### src/rtl/ddfs_sweep_ctrl_if.sv
// ---------------------------------------------------------------------------
// ddfs_sweep_ctrl_if
// Bundles the chirp sequencer's control, configuration and DDFS-facing
// outputs.
//   master : register bank / stimulus side. Drives start/stop/repeat_en and
//            the configuration words, and observes fccw/env/busy/done_tick.
//   slave  : the sequencer itself. Receives control and configuration, and
//            drives fccw/env/busy/done_tick.
// ---------------------------------------------------------------------------
interface ddfs_sweep_ctrl_if #(
    parameter int FW = 26,
    parameter int EW = 16,
    parameter int CW = 24
);
    logic          start;
    logic          stop;
    logic          repeat_en;
    logic [FW-1:0] f_start;
    logic [FW-1:0] f_stop;
    logic [FW-1:0] f_step;
    logic [CW-1:0] dwell;
    logic [EW-1:0] env_step;
    logic [EW-1:0] env_max;
    logic [FW-1:0] fccw;
    logic [EW-1:0] env;
    logic          busy;
    logic          done_tick;

    modport master (
        output start, stop, repeat_en, f_start, f_stop, f_step, dwell,
               env_step, env_max,
        input  fccw, env, busy, done_tick
    );

    modport slave (
        input  start, stop, repeat_en, f_start, f_stop, f_step, dwell,
               env_step, env_max,
        output fccw, env, busy, done_tick
    );
endinterface

### src/rtl/ddfs_sweep_ctrl.sv
// ---------------------------------------------------------------------------
// ddfs_sweep_ctrl
// Drives the DDFS carrier word (fccw) and envelope word (env) through an
// attack / linear sweep / release sequence, optionally repeating.
// Ports:
//   clk    : system clock
//   reset  : synchronous, active-high reset (aborts any phase)
//   bus    : slave modport of ddfs_sweep_ctrl_if
//            in : start, stop, repeat_en, f_start, f_stop, f_step, dwell,
//                 env_step, env_max
//            out: fccw, env, busy, done_tick (all registered)
// ---------------------------------------------------------------------------
module ddfs_sweep_ctrl #(
    parameter int FW = 26,
    parameter int EW = 16,
    parameter int CW = 24
) (
    input  logic               clk,
    input  logic               reset,
    ddfs_sweep_ctrl_if.slave   bus
);

    typedef enum logic [1:0] {
        ST_IDLE    = 2'd0,
        ST_ATTACK  = 2'd1,
        ST_SWEEP   = 2'd2,
        ST_RELEASE = 2'd3
    } state_t;

    state_t        state_r, state_nx_s;
    logic [CW-1:0] cnt_r;
    logic          tick_s;

    // Configuration captured when start is accepted
    logic [FW-1:0] f_start_r, f_stop_r, f_step_r;
    logic [CW-1:0] dwell_r;
    logic [EW-1:0] env_step_r, env_max_r;
    logic          stopped_r;   // sequence was cut short: no repeat allowed

    logic [FW-1:0] fccw_r, fccw_nx_s;
    logic [EW-1:0] env_r, env_nx_s;
    logic          busy_r, busy_nx_s;
    logic          done_r, done_nx_s;

    // One extra bit on the sums so saturation decisions never see a wrap
    logic [EW:0]   env_sum_s;
    logic [FW:0]   f_sum_s;
    logic          attack_full_s, sweep_end_s, release_zero_s;
    logic [EW-1:0] env_up_s, env_dn_s;

    logic          start_ok_s;
    logic          stop_ok_s;

    assign start_ok_s = (state_r == ST_IDLE) && bus.start;
    assign stop_ok_s  = ((state_r == ST_ATTACK) || (state_r == ST_SWEEP)) && bus.stop;
    assign tick_s     = (cnt_r == dwell_r);

    // Saturating envelope / frequency arithmetic for the current tick
    always_comb begin
        env_sum_s      = {1'b0, env_r} + {1'b0, env_step_r};
        attack_full_s  = (env_step_r == {EW{1'b0}}) || (env_sum_s >= {1'b0, env_max_r});
        env_up_s       = attack_full_s ? env_max_r : env_sum_s[EW-1:0];
        release_zero_s = (env_step_r == {EW{1'b0}}) || (env_r <= env_step_r);
        env_dn_s       = release_zero_s ? {EW{1'b0}} : (env_r - env_step_r);
        f_sum_s        = {1'b0, fccw_r} + {1'b0, f_step_r};
        sweep_end_s    = (f_sum_s >= {1'b0, f_stop_r});
    end

    // State register and dwell counter (counter restarts on every state entry)
    always_ff @(posedge clk) begin
        if (reset) begin
            state_r <= ST_IDLE;
            cnt_r   <= {CW{1'b0}};
        end else begin
            state_r <= state_nx_s;
            if ((state_nx_s != state_r) || tick_s || (state_r == ST_IDLE)) begin
                cnt_r <= {CW{1'b0}};
            end else begin
                cnt_r <= cnt_r + {{(CW-1){1'b0}}, 1'b1};
            end
        end
    end

    // Next-state logic; stop outranks a phase-ending tick
    always_comb begin
        state_nx_s = state_r;
        case (state_r)
            ST_IDLE: begin
                if (bus.start) state_nx_s = ST_ATTACK;
                else           state_nx_s = ST_IDLE;
            end
            ST_ATTACK: begin
                if (bus.stop)                    state_nx_s = ST_RELEASE;
                else if (tick_s && attack_full_s) state_nx_s = ST_SWEEP;
                else                              state_nx_s = ST_ATTACK;
            end
            ST_SWEEP: begin
                if (bus.stop)                   state_nx_s = ST_RELEASE;
                else if (tick_s && sweep_end_s) state_nx_s = ST_RELEASE;
                else                            state_nx_s = ST_SWEEP;
            end
            ST_RELEASE: begin
                if (tick_s && release_zero_s) begin
                    if (bus.repeat_en && !stopped_r) state_nx_s = ST_ATTACK;
                    else                             state_nx_s = ST_IDLE;
                end else begin
                    state_nx_s = ST_RELEASE;
                end
            end
            default: state_nx_s = ST_IDLE;
        endcase
    end

    // Next values of the registered outputs
    always_comb begin
        fccw_nx_s = fccw_r;
        env_nx_s  = env_r;
        done_nx_s = 1'b0;
        busy_nx_s = (state_nx_s != ST_IDLE);
        case (state_r)
            ST_IDLE: begin
                if (bus.start) begin
                    fccw_nx_s = bus.f_start;
                    env_nx_s  = {EW{1'b0}};
                end else begin
                    fccw_nx_s = fccw_r;
                end
            end
            ST_ATTACK: begin
                if (!bus.stop && tick_s) env_nx_s = env_up_s;
                else                     env_nx_s = env_r;
            end
            ST_SWEEP: begin
                if (!bus.stop && tick_s) fccw_nx_s = sweep_end_s ? f_stop_r : f_sum_s[FW-1:0];
                else                     fccw_nx_s = fccw_r;
            end
            ST_RELEASE: begin
                if (tick_s) begin
                    env_nx_s = env_dn_s;
                    if (release_zero_s) begin
                        if (bus.repeat_en && !stopped_r) fccw_nx_s = f_start_r;
                        else                             done_nx_s = 1'b1;
                    end else begin
                        done_nx_s = 1'b0;
                    end
                end else begin
                    env_nx_s = env_r;
                end
            end
            default: begin
                fccw_nx_s = fccw_r;
            end
        endcase
    end

    // Output registers
    always_ff @(posedge clk) begin
        if (reset) begin
            fccw_r <= {FW{1'b0}};
            env_r  <= {EW{1'b0}};
            busy_r <= 1'b0;
            done_r <= 1'b0;
        end else begin
            fccw_r <= fccw_nx_s;
            env_r  <= env_nx_s;
            busy_r <= busy_nx_s;
            done_r <= done_nx_s;
        end
    end

    // Configuration latch and early-stop flag
    always_ff @(posedge clk) begin
        if (reset) begin
            f_start_r  <= {FW{1'b0}};
            f_stop_r   <= {FW{1'b0}};
            f_step_r   <= {FW{1'b0}};
            dwell_r    <= {CW{1'b0}};
            env_step_r <= {EW{1'b0}};
            env_max_r  <= {EW{1'b0}};
            stopped_r  <= 1'b0;
        end else if (start_ok_s) begin
            f_start_r  <= bus.f_start;
            f_stop_r   <= bus.f_stop;
            f_step_r   <= bus.f_step;
            dwell_r    <= bus.dwell;
            env_step_r <= bus.env_step;
            env_max_r  <= bus.env_max;
            stopped_r  <= 1'b0;
        end else if (stop_ok_s) begin
            stopped_r  <= 1'b1;
        end else begin
            stopped_r  <= stopped_r;
        end
    end

    assign bus.fccw      = fccw_r;
    assign bus.env       = env_r;
    assign bus.busy      = busy_r;
    assign bus.done_tick = done_r;

endmodule

### src/flat_wrapper.sv
// flat-port wrapper written by rule: the top's interface ports become plain ports
module ddfs_sweep_ctrl_flat 
#(
    parameter int FW = 26,
    parameter int EW = 16,
    parameter int CW = 24
)
  (clk, reset, bus_start, bus_stop, bus_repeat_en, bus_f_start, bus_f_stop, bus_f_step, bus_dwell, bus_env_step, bus_env_max, bus_fccw, bus_env, bus_busy, bus_done_tick);
  ddfs_sweep_ctrl_if #(.FW(FW), .EW(EW), .CW(CW)) bus_i ();
  input  logic clk;
  input  logic reset;
  input wire logic [$bits(bus_i.start)-1:0] bus_start;
  input wire logic [$bits(bus_i.stop)-1:0] bus_stop;
  input wire logic [$bits(bus_i.repeat_en)-1:0] bus_repeat_en;
  input wire logic [$bits(bus_i.f_start)-1:0] bus_f_start;
  input wire logic [$bits(bus_i.f_stop)-1:0] bus_f_stop;
  input wire logic [$bits(bus_i.f_step)-1:0] bus_f_step;
  input wire logic [$bits(bus_i.dwell)-1:0] bus_dwell;
  input wire logic [$bits(bus_i.env_step)-1:0] bus_env_step;
  input wire logic [$bits(bus_i.env_max)-1:0] bus_env_max;
  output wire logic [$bits(bus_i.fccw)-1:0] bus_fccw;
  output wire logic [$bits(bus_i.env)-1:0] bus_env;
  output wire logic [$bits(bus_i.busy)-1:0] bus_busy;
  output wire logic [$bits(bus_i.done_tick)-1:0] bus_done_tick;
  assign bus_i.start = bus_start;
  assign bus_i.stop = bus_stop;
  assign bus_i.repeat_en = bus_repeat_en;
  assign bus_i.f_start = bus_f_start;
  assign bus_i.f_stop = bus_f_stop;
  assign bus_i.f_step = bus_f_step;
  assign bus_i.dwell = bus_dwell;
  assign bus_i.env_step = bus_env_step;
  assign bus_i.env_max = bus_env_max;
  assign bus_fccw = bus_i.fccw;
  assign bus_env = bus_i.env;
  assign bus_busy = bus_i.busy;
  assign bus_done_tick = bus_i.done_tick;
  ddfs_sweep_ctrl #(.FW(FW), .EW(EW), .CW(CW)) u_core (.clk(clk), .reset(reset), .bus(bus_i));
endmodule
### config.mk
export PLATFORM = sky130hd
export DESIGN_NAME = ddfs_sweep_ctrl_flat
export DESIGN_NICKNAME = d
export VERILOG_FILES = /design/src/rtl/ddfs_sweep_ctrl_if.sv /design/src/rtl/ddfs_sweep_ctrl.sv /design/src/flat_wrapper.sv
export SDC_FILE = /design/constraint.sdc
export NUM_CORES = 1
export LEC_CHECK = 0
export BUFFER_PORTS_ARGS = -buffer_cell sky130_fd_sc_hd__buf_2
export CAP_MARGIN = 20
export CORE_MARGIN = 2
export CORE_UTILIZATION = 40
export CTS_CLUSTER_DIAMETER = 120
export CTS_CLUSTER_SIZE = 24
export DETAILED_ROUTE_END_ITERATION = 10
export SLEW_MARGIN = 40
export SYNTH_ARGS = -nofsm -noshare
export SYNTH_HDL_FRONTEND = slang
export SYNTH_SLANG_ARGS = --single-unit
### constraint.sdc
create_clock -name clk -period 15.85 [get_ports clk]
set_clock_uncertainty 0.1 [all_clocks]
set_input_delay 2.3775 -clock clk [delete_from_list [all_inputs] [get_ports clk]]
set_output_delay 2.3775 -clock clk [all_outputs]
set_load 0.02 [all_outputs]
# Word-level counts from Yosys, hierarchy flattened
# Cells that the tools add are included.
[classes] div=0 add_sub_neg=4 n_lt_le_gt_ge=3 n_reduce_logical=24 mul=0 muxes=22 n_eq_ne=11 n_bitwise=3 n_shift=0
[op_table] cell="$mux W26" n=6
[op_table] cell="$mux W16" n=5
[op_table] cell="$pmux W26 S3" n=1
[op_table] cell="$pmux W16 S3" n=1
[op_table] cell="$add A26 B26 Y27" n=1
[op_table] cell="$ge A27 B26 Y1" n=1
[op_table] cell="$add A24 B1 Y24 const B" n=1
[op_table] cell="$eq A24 B24 Y1" n=1
[op_table] cell="$add A16 B16 Y17" n=1
[op_table] cell="$ge A17 B16 Y1" n=1
[op_table] cell="$le A16 B16 Y1" n=1
[op_table] cell="$logic_not A16 Y1" n=1
[op_table] cell="$sub A16 B16 Y16" n=1
[op_table] cell="$mux W2" n=4
[op_table] cell="$pmux W2 S4" n=1
[op_table] cell="$logic_and A1 B1 Y1" n=7
[op_table] cell="$ne A2 B1 Y1 const B" n=3
[op_table] cell="$ne A2 B2 Y1 const B" n=3
[op_table] cell="$reduce_and A6 Y1" n=1
[op_table] cell="$reduce_bool A3 Y1" n=2
[op_table] cell="$logic_or A1 B1 Y1" n=5
[op_table] cell="$eq A2 B2 Y1 const B" n=2
[op_table] cell="$mux W1" n=4
[op_table] cell="$reduce_and A4 Y1" n=1
[op_table] cell="8 further kinds" n=12
[word_totals] mem_bits_ro=0 memories=0 mem_bits_rw=0 latch_bits=0 elab_cells=80 register_bits=205 input_bits=139 output_inout_bits=44

# Depth between registers and ports, before layout
[depth] ltp_word=11 ltp_mapped=21 mapped_depth_nobuf=19

# Worst setup path after synthesis
# Ideal clock, no wire load.
[synth_path] kind="reg-to-reg" start="register u_core.fccw_r[12], in the netlist u_core.bus.fccw[12]" end="register u_core.cnt_r[10]" path_slack_ns=10.738 period_less_slack_ns=5.112 t_arrival_ns=4.931 stages_incl_launch_ff=20 path_buffers=2 setup_ns=0.081 required_time_ns=15.669 path_cell_list="dfxtp_1 -> ha_1 -> a21o_1 -> a221o_1 -> o21a_1 -> nor4b_1 -> o211ai_1 -> a2111oi_0 -> nor3_1 -> xor2_1 -> ha_1 -> nor2b_1 -> a2111oi_1 -> nand4_1 -> nor4_4 -> nor4_2 -> or3_1 -> buf_2 -> buf_6 -> a211oi_2"
[synth_via] elab_chain_cells=10
[synth_lines] element="start, declared" line_no="ddfs_sweep_ctrl.sv:40" text="logic [FW-1:0] fccw_r, fccw_nx_s;"
[synth_lines] element="start signal, assigned" line_no="ddfs_sweep_ctrl.sv:159" text="fccw_r <= {FW{1'b0}};"
[synth_lines] element="start signal, assigned" line_no="ddfs_sweep_ctrl.sv:164" text="fccw_r <= fccw_nx_s;"
[synth_lines] element="$add A26 B26 Y27" line_no="ddfs_sweep_ctrl.sv:65" text="f_sum_s = {1'b0, fccw_r} + {1'b0, f_step_r};"
[synth_lines] element="$ge A27 B26 Y1" line_no="ddfs_sweep_ctrl.sv:66" text="sweep_end_s = (f_sum_s >= {1'b0, f_stop_r});"
[synth_lines] element="$logic_and A1 B1 Y1" line_no="ddfs_sweep_ctrl.sv:99" text="else if (tick_s && sweep_end_s) state_nx_s = ST_RELEASE;"
[synth_lines] element="$mux W1" line_no="ddfs_sweep_ctrl.sv:99"
[synth_lines] element="$mux W2" line_no="ddfs_sweep_ctrl.sv:98" text="if (bus.stop) state_nx_s = ST_RELEASE;"
[synth_lines] element="$pmux W2 S4" line_no="ddfs_sweep_ctrl.sv:87" text="case (state_r)"
[synth_lines] element="$ne A2 B2 Y1" line_no="ddfs_sweep_ctrl.sv:76" text="if ((state_nx_s != state_r) || tick_s || (state_r == ST_IDLE)) begin"
[synth_lines] element="$logic_or A1 B1 Y1 (2 in series)" line_no="ddfs_sweep_ctrl.sv:76"
[synth_lines] element="$reduce_or A2 Y1 (no line)"
[synth_lines] element="end signal, assigned" line_no="ddfs_sweep_ctrl.sv:73" text="cnt_r <= {CW{1'b0}};"
[synth_lines] element="end signal, assigned" line_no="ddfs_sweep_ctrl.sv:77" text="cnt_r <= {CW{1'b0}};"
[synth_lines] element="end signal, assigned" line_no="ddfs_sweep_ctrl.sv:79" text="cnt_r <= cnt_r + {{(CW-1){1'b0}}, 1'b1};"
[synth_lines] element="end, declared" line_no="ddfs_sweep_ctrl.sv:31" text="logic [CW-1:0] cnt_r;"
# No other way between the ends.
# A chain may end at the register's enable or synchronous reset.

# Worst setup path in the final report
[layout_path] start="register u_core.fccw_r[12], in the netlist u_core.bus.fccw[12]" end="register u_core.fccw_r[22], in the netlist u_core.bus.fccw[22]"
[layout_via] elab_chain_cells=5
[layout_lines] element="$add A26 B26 Y27 *" line_no="ddfs_sweep_ctrl.sv:65"
[layout_lines] element="$ge A27 B26 Y1" line_no="ddfs_sweep_ctrl.sv:66"
[layout_lines] element="$mux W26 * (2 in series)" line_no="ddfs_sweep_ctrl.sv:134" text="if (!bus.stop && tick_s) fccw_nx_s = sweep_end_s ? f_stop_r : f_sum_s[FW-1:0];"
[layout_lines] element="$pmux W26 S3 *" line_no="ddfs_sweep_ctrl.sv:120" text="case (state_r)"
# Mark *: on every way between the ends. The rest lies on a longest branch, timed or not. The select of a mux whose other input is x is not followed.

==> impl_metrics.tcl <==
set metrics [dict create \
    outcome "finished clean" \
    setup_viol 0 \
    wirelength_mm 38.55 \
    grt_usage_pct 22.41 \
    clockBufferDepth 3 \
    hold_viol 0 \
    numCtsBuffers 12 \
    grt-ovfl-total 0 \
    cts_sinks 205 \
    hold_path_class "register to register" \
    max_slew_margin_pct 46.99 \
    h-tree-depth 1 \
    area_growth_pct 11.73 \
    crit_type "register to register" \
    tightest_slew_ps 784.1 \
    post-cts-setup-buffer-count 0 \
    setup.worst_path.end_class "register" \
    grt_antenna_before_repair 1 \
    coreArea_um2 31640 \
    ios 183 \
    layout_setup_ws_ps 10040 \
    drc 0 \
    num_rows 65 \
    required_ps 16160 \
    clockRootBuffer "clkbuf_16" \
    syn_area_per_cell_um2 7.935 \
    grt_start_max_net_pins 91 \
    ys_seq_area_share_pct 31.89 \
    place.gp.congestion 0.9270 \
    drive_gt1_share_pct 16.97 \
    vias 11772 \
    dp_slack_ps 10110 \
    tritoncts "yes" \
    n_fill_cell 3225 \
    cts_hold_buf 0 \
    tns_ps 0 \
    drtIter0Drc 752 \
    fin_crit_ps 5810 \
    worst-path-max-fanout 27 \
    irDropWorstVdd_v 0.00006492 \
    clk_pin_slew_ps 100 \
    die_w_um 183.4 \
    clk_latency_ps 490 \
    p_per_area_nw_per_um2 104.5 \
    start_util_pct 40.68 \
    dieArea_um2 33620 \
    drt-pass1-iter-count 5 \
    clock.fmax_ghz 0.1721 \
    finalMaxSlewViolations 0 \
    grt_pass1_vias 11333 \
    grt_pass1_wl_mm 60.91 \
    final_util_pct 45.45 \
    ys_ff_latch 205 \
    syn-cell-area_um2 12870 \
    ys_types 78 \
    crit_path_start_kind "register" \
    ant_nets 0 \
    dp_hpwl_mm 28.93 \
    viasPerCell 5.483 \
    ys_warn_count 0 \
    rsz0062_at_grt "false" \
    synth-edff-count 0 \
    synthCells 1622 \
    nNetsFinal 1990 \
    arrival_ps 6120 \
    max-cap-violations 0 \
    power.leakage_nw 5.848 \
    min_period_over_period_pct 36.66 \
    wl_per_cell_um 17.95 \
    synth_async_sr_flop_share_pct 0 \
    die_h_um 183.4 \
    hold_ws_ps 360.3 \
    port_buffers 182 \
    synth_ff_type "dfxtp_1" \
    syn_nets 1869 \
    cts_resized 0 \
]
-- final timing paths --
kind,from,endpoint,cells past startpoint,slack [ps]
setup / recovery,u_core.bus.fccw[12],u_core.bus.fccw[22],18,10040
hold / removal,u_core.env_max_r[10],u_core.env_max_r[10],2,360
setup reg to reg,u_core.bus.fccw[12],u_core.bus.fccw[22],18,10040
hold reg to reg,u_core.env_max_r[10],u_core.env_max_r[10],2,360
-- cell usage after synthesis (16+ instances only) --
| master | instances | area [um^2] |
|---|---|---|
| and3_1 | 20 | 125.1 |
| a211oi_2 | 22 | 275.3 |
| xnor2_1 | 69 | 604.3 |
| a211oi_1 | 16 | 120.1 |
| nor3_1 | 19 | 95.09 |
| inv_1 | 87 | 326.6 |
| ha_1 | 105 | 1314 |
| nand4_1 | 23 | 143.9 |
| a221oi_2 | 17 | 255.2 |
| o21ai_0 | 60 | 300.3 |
| clkbuf_1 | 64 | 240.2 |
| a21oi_1 | 214 | 1071 |
| nand3_1 | 22 | 110.1 |
| nand2_1 | 339 | 1272 |
| xor2_1 | 26 | 227.7 |
| o211ai_1 | 16 | 120.1 |
| nor2_1 | 63 | 236.5 |
| mux2_2 | 21 | 236.5 |
| dfxtp_1 | 205 | 4104 |
-- power by group --
part           total [mW]  internal [mW]  switching [mW]
clock network       0.331          0.149           0.182
registers           0.596          0.558          0.0380
logic               0.576          0.221           0.355
-- metal layers --
layer  up-vias  share of wire [%]  GRT usage [%]
li1       5904                  -              -
met1      5529                 46          29.90
met3        46                4.7          3.137
met5         -                  0              0
met2       293                 46          37.89
met4         0                2.6          6.112
-- stage by stage --
stage	area (um^2)	cells	total power, mW
final	14380	2147	1.503
after CTS	14380	2146	1.512
after global routing	14380	2147	1.596
after floorplan	12870	1622	1.015
after global placement	13990	2128	1.168
after detailed placement	14040	2131	1.179
-- state kept, by name, summed over array words and instances (netlist names) --
signal                cells
u_core.bus.fccw          26
u_core.cnt_r             24
u_core.env_max_r         16
u_core.stopped_r          1
u_core.dwell_r           24
u_core.bus.done_tick      1
u_core.f_start_r         26
u_core.env_step_r        16
u_core.bus.env           16
u_core.state_r            2
u_core.f_step_r          26
u_core.f_stop_r          26
u_core.bus.busy           1
-- worst max-delay path, cell delays in order, from the launching register on --
cell	delay (ps)
dfxtp_1	340
ha_1	370
a21o_1	220
a221o_1	350
o21a_1	180
nor4b_1	690
o211ai_1	230
a2111oi_0	480
nor3_1	130
xor2_1	160
ha_1	290
nor2b_1	130
a2111oi_1	370
nand4_1	200
nor4_4	230
buf_4	420
and2_0	420
o311ai_0	220
a41oi_1	210
-- area by class of cell --
cell class / count / area, um^2 / share of cell area [%]
multi-input cells: 1239 / 8054 / 56.01
flip-flops and latches: 205 / 4104 / 28.54
repair buffers: 196 / 1042 / 7.248
well taps: 402 / 503.0 / 3.498
inverters: 89 / 335.3 / 2.332
clock buffers: 13 / 325.3 / 2.262
clock inverters: 2 / 13.76 / 0.09571
diodes: 1 / 2.502 / 0.01740
-- placed cells by master (no fill, tap or decap), types with 9 or more instances in the layout --
| cell type | count |
|---|---|
| nand2_1 | 338 |
| a21oi_1 | 214 |
| dfxtp_1 | 205 |
| buf_2 | 181 |
| ha_1 | 103 |
| inv_1 | 87 |
| xnor2_1 | 69 |
| nor2_1 | 62 |
| o21ai_0 | 60 |
| xor2_1 | 26 |
| nand4_1 | 23 |
| a211oi_2 | 22 |
| nand3_1 | 22 |
| mux2_2 | 21 |
| and3_1 | 20 |
| nor3_1 | 19 |
| a221oi_2 | 17 |
| a211oi_1 | 16 |
| o211ai_1 | 16 |
| a21o_1 | 13 |
| clkbuf_16 | 13 |
| nand2b_1 | 12 |
| buf_4 | 11 |
| nor4_1 | 10 |
| a31oi_1 | 10 |
| a22oi_1 | 10 |
| nor2b_1 | 9 |
-- cell families after synthesis --
kind of cell / after synthesis / synth area share [%]
mux: 27 / 2.304
fa+ha+maj: 108 / 10.67
flops: 205 / 31.89
buf+inv: 178 / 5.716
simple gates: 553 / 19.17
compound gates: 456 / 23.78
xor+xnor: 95 / 6.465
No activity file was read; power rests on OpenSTA's default activity.
